## config.mk

```make
export PLATFORM = sky130hd
export DESIGN_NAME = tx_len_mux_stream
export DESIGN_NICKNAME = d
export VERILOG_FILES = /design/src/rtl/tx_len_mux_stream.sv
export SDC_FILE = /design/constraint.sdc
export NUM_CORES = 1
export LEC_CHECK = 0
export BUFFER_PORTS_ARGS = -buffer_cell sky130_fd_sc_hd__buf_4
export CORE_ASPECT_RATIO = 2
export CORE_UTILIZATION = 30
export CTS_BUF_LIST = sky130_fd_sc_hd__clkbuf_16
export DETAILED_ROUTE_END_ITERATION = 8
export SLEW_MARGIN = 5
export SYNTH_ARGS = -nofsm -noshare
export SYNTH_HDL_FRONTEND = slang
export SYNTH_SLANG_ARGS = --single-unit
```

## constraint.sdc

```tcl
create_clock -name clk -period 5.97 [get_ports clk]
set_clock_uncertainty 0.2 [all_clocks]
set_input_delay 0.597 -clock clk [delete_from_list [all_inputs] [get_ports clk]]
set_output_delay 0.597 -clock clk [all_outputs]
set_load 0.1 [all_outputs]
```

## src/rtl/tx_len_mux_stream.sv

```systemverilog
// Length-specified multi-channel transmitter: takes a 5-byte command and streams
// that many bytes from the selected channel FIFO as DATA_BYTES-wide AXI-stream beats.
module tx_len_mux_stream #(
   parameter int NCH        = 4,
   parameter int DATA_BYTES = 4,
   parameter int CNT_W      = 8,
   parameter int THRESH     = 4
) (
   input  logic                          clk,
   input  logic                          rst,
   output logic                          i_tready,
   input  logic                          i_tvalid,
   input  logic [7:0]                    i_tdata,
   input  logic                          o_tready,
   output logic                          o_tvalid,
   output logic [8*DATA_BYTES-1:0]       o_tdata,
   output logic [DATA_BYTES-1:0]         o_tkeep,
   output logic                          o_tlast,
   output logic [NCH-1:0]                ch_rden,
   input  logic [NCH*8*DATA_BYTES-1:0]   ch_rdata,
   input  logic [NCH*CNT_W-1:0]          ch_count,
   output logic                          busy,
   output logic                          done,
   output logic                          cmd_err
);

   localparam int W  = 8 * DATA_BYTES;
   localparam int KW = $clog2(DATA_BYTES);

   typedef enum logic [2:0] {C0, C1, C2, C3, C4, HDR, DATA} state_t;

   state_t                state, state_n;
   logic [6:0]            ch;
   logic                  hdr;
   logic [31:0]           len;
   logic [31:0]           unread;
   logic [31:0]           beats_left;
   logic [DATA_BYTES-1:0] keep_last;
   logic [W-1:0]          buf_mem [2];
   logic                  head, wr_ptr;
   logic [1:0]            occ;
   logic                  pending;
   logic                  done_n, err_n;

   logic [W-1:0]          rdata_sel;
   logic [CNT_W-1:0]      count_sel;
   logic [31:0]           count_ext;
   logic [31:0]           len_full;
   logic [32:0]           len_sum;
   logic [31:0]           words_full;
   logic [DATA_BYTES-1:0] keep_calc;
   logic                  cmd_fire, pop, rden, last_beat;
   logic [2:0]            fill;

   // Only the latched channel ever reaches the datapath.
   always_comb begin
      rdata_sel = '0;
      count_sel = '0;
      for (int i = 0; i < NCH; i++) begin
         if (ch == 7'(i)) begin
            rdata_sel = ch_rdata[i*W +: W];
            count_sel = ch_count[i*CNT_W +: CNT_W];
         end
      end
   end

   assign count_ext  = 32'(count_sel);
   assign cmd_fire   = i_tvalid && i_tready;
   assign len_full   = {i_tdata, len[23:0]};
   assign len_sum    = {1'b0, len_full} + 33'(DATA_BYTES - 1);
   assign words_full = 32'(len_sum >> KW);

   always_comb begin
      keep_calc = '0;
      for (int b = 0; b < DATA_BYTES; b++)
         keep_calc[b] = (len_full[KW-1:0] == '0) || (KW'(b) < len_full[KW-1:0]);
   end

   // Space check counts the word in flight and the word leaving this cycle.
   assign pop  = (state == DATA) && (occ != 2'd0) && o_tready;
   assign fill = {1'b0, occ} + {2'b0, pending} - {2'b0, pop};
   assign rden = (state == DATA) && (unread != 32'd0) && (fill < 3'd2) &&
                 (count_ext > {31'b0, pending}) &&
                 ((count_ext >= 32'(THRESH)) || (count_ext >= unread));

   always_comb begin
      ch_rden = '0;
      for (int i = 0; i < NCH; i++)
         ch_rden[i] = rden && (ch == 7'(i));
   end

   assign i_tready  = (state == C0) || (state == C1) || (state == C2) ||
                      (state == C3) || (state == C4);
   assign busy      = (state != C0);
   assign last_beat = (beats_left == 32'd1);

   always_comb begin
      o_tvalid = 1'b0;
      o_tdata  = '0;
      o_tkeep  = '0;
      o_tlast  = 1'b0;
      if (state == HDR) begin
         o_tvalid       = 1'b1;
         o_tdata[31:0]  = {1'b0, ch, len[23:0]};
         o_tkeep        = '1;
         o_tlast        = (len == 32'd0);
      end else if (state == DATA) begin
         o_tvalid = (occ != 2'd0);
         o_tdata  = buf_mem[head];
         o_tkeep  = last_beat ? keep_last : '1;
         o_tlast  = last_beat;
      end
   end

   always_comb begin
      state_n = state;
      done_n  = 1'b0;
      err_n   = 1'b0;
      case (state)
         C0: if (cmd_fire) state_n = C1;
         C1: if (cmd_fire) state_n = C2;
         C2: if (cmd_fire) state_n = C3;
         C3: if (cmd_fire) state_n = C4;
         C4: begin
            if (cmd_fire) begin
               if (32'(ch) >= NCH) begin
                  err_n   = 1'b1;
                  state_n = C0;
               end else if (len_full == 32'd0 && !hdr) begin
                  done_n  = 1'b1;
                  state_n = C0;
               end else if (hdr) begin
                  state_n = HDR;
               end else begin
                  state_n = DATA;
               end
            end
         end
         HDR: begin
            if (o_tready) begin
               if (len == 32'd0) begin
                  done_n  = 1'b1;
                  state_n = C0;
               end else begin
                  state_n = DATA;
               end
            end
         end
         DATA: begin
            if (pop && last_beat) begin
               done_n  = 1'b1;
               state_n = C0;
            end
         end
         default: state_n = C0;
      endcase
   end

   always_ff @(posedge clk or posedge rst) begin
      if (rst) begin
         state      <= C0;
         ch         <= '0;
         hdr        <= 1'b0;
         len        <= '0;
         unread     <= '0;
         beats_left <= '0;
         keep_last  <= '0;
         buf_mem[0] <= '0;
         buf_mem[1] <= '0;
         head       <= 1'b0;
         wr_ptr     <= 1'b0;
         occ        <= '0;
         pending    <= 1'b0;
         done       <= 1'b0;
         cmd_err    <= 1'b0;
      end else begin
         state   <= state_n;
         done    <= done_n;
         cmd_err <= err_n;
         pending <= rden;
         occ     <= fill[1:0];
         if (cmd_fire) begin
            case (state)
               C0: begin
                  ch  <= i_tdata[6:0];
                  hdr <= i_tdata[7];
               end
               C1: len[7:0]   <= i_tdata;
               C2: len[15:8]  <= i_tdata;
               C3: len[23:16] <= i_tdata;
               C4: begin
                  len[31:24] <= i_tdata;
                  unread     <= words_full;
                  beats_left <= words_full;
                  keep_last  <= keep_calc;
               end
               default: ;
            endcase
         end
         if (rden) unread <= unread - 32'd1;
         // FIFO q is valid one cycle after the read request.
         if (pending) begin
            buf_mem[wr_ptr] <= rdata_sel;
            wr_ptr          <= ~wr_ptr;
         end
         if (pop) begin
            head       <= ~head;
            beats_left <= beats_left - 32'd1;
         end
      end
   end

endmodule

```

==> flow_summary_export.csv <==
group,metric,value,unit
status,status,"complete, no violations",
global_route,track_usage,19.9,%
final_layout,design_area,0.0135,mm2
floorplanning,die_w,137,um
global_route,grt_max_degree,164,
setup_path,r2r.worst_path.cells,17,
place,place_area,0.0129,mm2
clock_tree,htreeDepth,4,
synthesis,ys.flop_type,"dfrtp_1",
route,wire_per_inst,20.0,um
setup_path,r2r_slack,1.23,ns
synthesis,syn-num-nets,1334,
place,io_buffers,217,
clock_tree,clockBufferDepth,2,
sta,final-setup-viol-count,0,
setup_path,start_kind,"flop",
synthesis,synth_edf_count,0,
power_and_ir_drop,cellPowerDensity,511,mW/mm2
floorplanning,core,0.0357,mm2
synthesis,avgSynthCellArea,9.51,um2
synthesis,synth-seq-cells,182,
sta,report.final.slew_viol_count,0,
route,via_per_inst,5.42,
place,place_congestion,0.876,
min_path,hp-class,"in2reg",
place,hpwlAfterDp,27800,um
clock_tree,ctsRootBufferMaster,"clkbuf_16",
flow_run,maxCapViolations,0,
synthesis,yosysSeqAreaShare,41.9,%
final_layout,final_nets,1512,
final_layout,instances_no_fill,1785,
clock_tree,numCtsBuffers,17,
global_route,grt-ovfl-total,0,
floorplanning,ios,218,
floorplanning,die_h,271,um
global_route,grt_pass1_wl,55300,um
place,dpl.cell_count,1752,
sta,hold_viol,0,
sta,period_minus_slack,5.44,ns
min_path,worstHoldEndpoint,"len[0]",
setup_path,end_kind,"output port",
place,place_ws,0.747,ns
synthesis,synth.area.top_cells,"dfrtp_1, mux4_2, nand2_1",
route,num_vias,9677,
setup_path,timing.rr.start,"state[0]",
global_route,grt_pass1_vias,9790,
min_path,hold_depth,3,
synthesis,syn_inst,1144,
clock_tree,clkLatencyLatePin,0.45,ns
route,wl,35800,um
power_and_ir_drop,peakVddDrop,0.000295,V
synthesis,yosysTopAreaCell,"dfrtp_1",
sta,tightestPinTransition,1.14,ns
synthesis,yosysWarnings,0,
route,ant_nets,0,
synthesis,syn_area,0.0109,mm2
setup_path,path_max_fanout,34,
floorplanning,die_area,0.0371,mm2
sta,fin_ws,0.533,ns
route,drcViolationCount,0,
sta,hold_ws,0.250,ns
sta,clock.fmax,0.184,GHz
clock_tree,clkTransAtPathRegs,0.07,ns
clock_tree,cts.sinks,182,
floorplanning,rows,98,
sta,rsz0062_at_grt,"no",
synthesis,synth_cell_types,80,
sta,fin_crit_sh,91.1,%
global_route,antenna_found_initial,0,
synthesis,synth.most_common_cell,"nand2_1",
power_and_ir_drop,power_leakage,5.85,nW
setup_path,critPathArrivalTime,4.64,ns
power_and_ir_drop,power,6.90,mW
route,drt_iter0_drc,467,
synthesis,synth_common_cells,"nand2_1, dfrtp_1, o21ai_0",
setup_path,required,5.17,ns
final_layout,drive_gt1_share,26.8,%
synthesis,synth_top_area_share,41.9,%
final_layout,area_growth,24.2,%
min_path,worstHoldStart,"i_tdata[0]",
route,drt-pass1-iter-count,5,
clock_tree,cts_tree,"built",
sta,max_slew_margin,24.2,%
floorplanning,start_util,30.5,%
final_layout,antennaDiodeCount,0,
setup_path,criticalPathCategory,"reg2out",
synthesis,async_flop_share,100,%
setup_path,r2r_end,"unread[26]",
sequential cells by signal, indices dropped and copies added, names as in the netlist, 2 cells and up:
register	flops
buf_mem	64
state	3
unread	32
len	32
beats_left	32
ch	7
keep_last	4
occ	2
power breakdown:
group | total, mW | leakage, nW | internal [mW] | switching, mW
clock network | 1.13 | 0.279 | 0.617 | 0.514
logic | 3.47 | 3.55 | 1.20 | 2.27
registers | 2.30 | 2.02 | 1.73 | 0.577
total | 6.90 | 5.85 | 3.55 | 3.36
logic make-up after synthesis:
| kind of cell | after synthesis | synth area share [%] |
|---|---|---|
| AND/OR/NAND/NOR | 441 | 19.7 |
| AO/OA/AOI/OAI | 265 | 15.4 |
| flip-flops | 182 | 41.9 |
| multiplexers | 103 | 14.5 |
| buffers and inverters | 102 | 3.76 |
| XOR/XNOR | 33 | 2.66 |
| adder cells (fa/ha/maj) | 18 | 2.14 |
cell type report:
cell class | instances | area [um2]
clock inverter | 15 | 155
clock buffer | 17 | 425
inverter | 32 | 125
tap | 450 | 563
timing repair buffer | 229 | 1730
multi-input combinational | 860 | 5940
sequential | 182 | 4560
fill | 3583 | 22200
metrics by stage:
stage	utilization [%]	setup TNS [ns]
global route	37.9	0
floorplan	-	-0.0734
CTS	37.8	0
global placement	36.2	0
detailed placement	36.2	0
finish	37.9	0
cells in the final DEF, fill, tap and decap left out, types with 10 or more instances in the layout:
cell	n
a21oi_1	28
and3_1	16
buf_4	227
clkbuf_16	17
dfrtp_1	179
ha_1	17
inv_1	32
mux2_2	27
mux2i_1	34
mux4_2	40
nand2_1	202
nand3_1	34
nor2_1	59
nor3_1	29
nor4_1	24
o211ai_1	15
o21ai_0	127
o311ai_0	10
or3_1	11
xnor2_1	18
xor2_1	15
worst max-delay path, stage by stage (launching register included):
cell       delay [ns]
dfrtp_1          0.51
and3b_1          0.43
nand3b_2         0.24
inv_1            0.35
ha_1             0.30
inv_1            0.06
ha_1             0.13
inv_1            0.05
fa_1             0.38
xnor2_1          0.14
nand3_1          0.13
a2111oi_2        0.50
nor2_4           0.28
inv_2            0.11
nand3_1          0.11
nor2_1           0.15
buf_4            0.30
worst max path at each step:
stage               startpoint         end  slack [ns]
floorplan             state[0]  ch_rden[0]       -0.04
global placement      state[0]  ch_rden[3]        0.85
detailed placement    state[0]  ch_rden[1]        0.75
CTS                   state[0]  ch_rden[1]        0.25
global route          state[0]  ch_rden[3]        0.14
finish                state[0]  ch_rden[1]        0.53
what timing repair did:
item,CTS,global route
hold buffers,1,0
endpoints found under the setup margin,0,3
resized for setup,0,1
endpoints found under the hold margin,19,0
buffers inserted,0,0
routing by layer:
metal / GRT usage, % / share of wire (%)
met4: 16.1 / 8.3
met5: 0 / 0
met2: 36.3 / 55
met1: 19.3 / 33
met3: 3.29 / 3.9
Note: power is estimated with default switching activity, not from simulation.
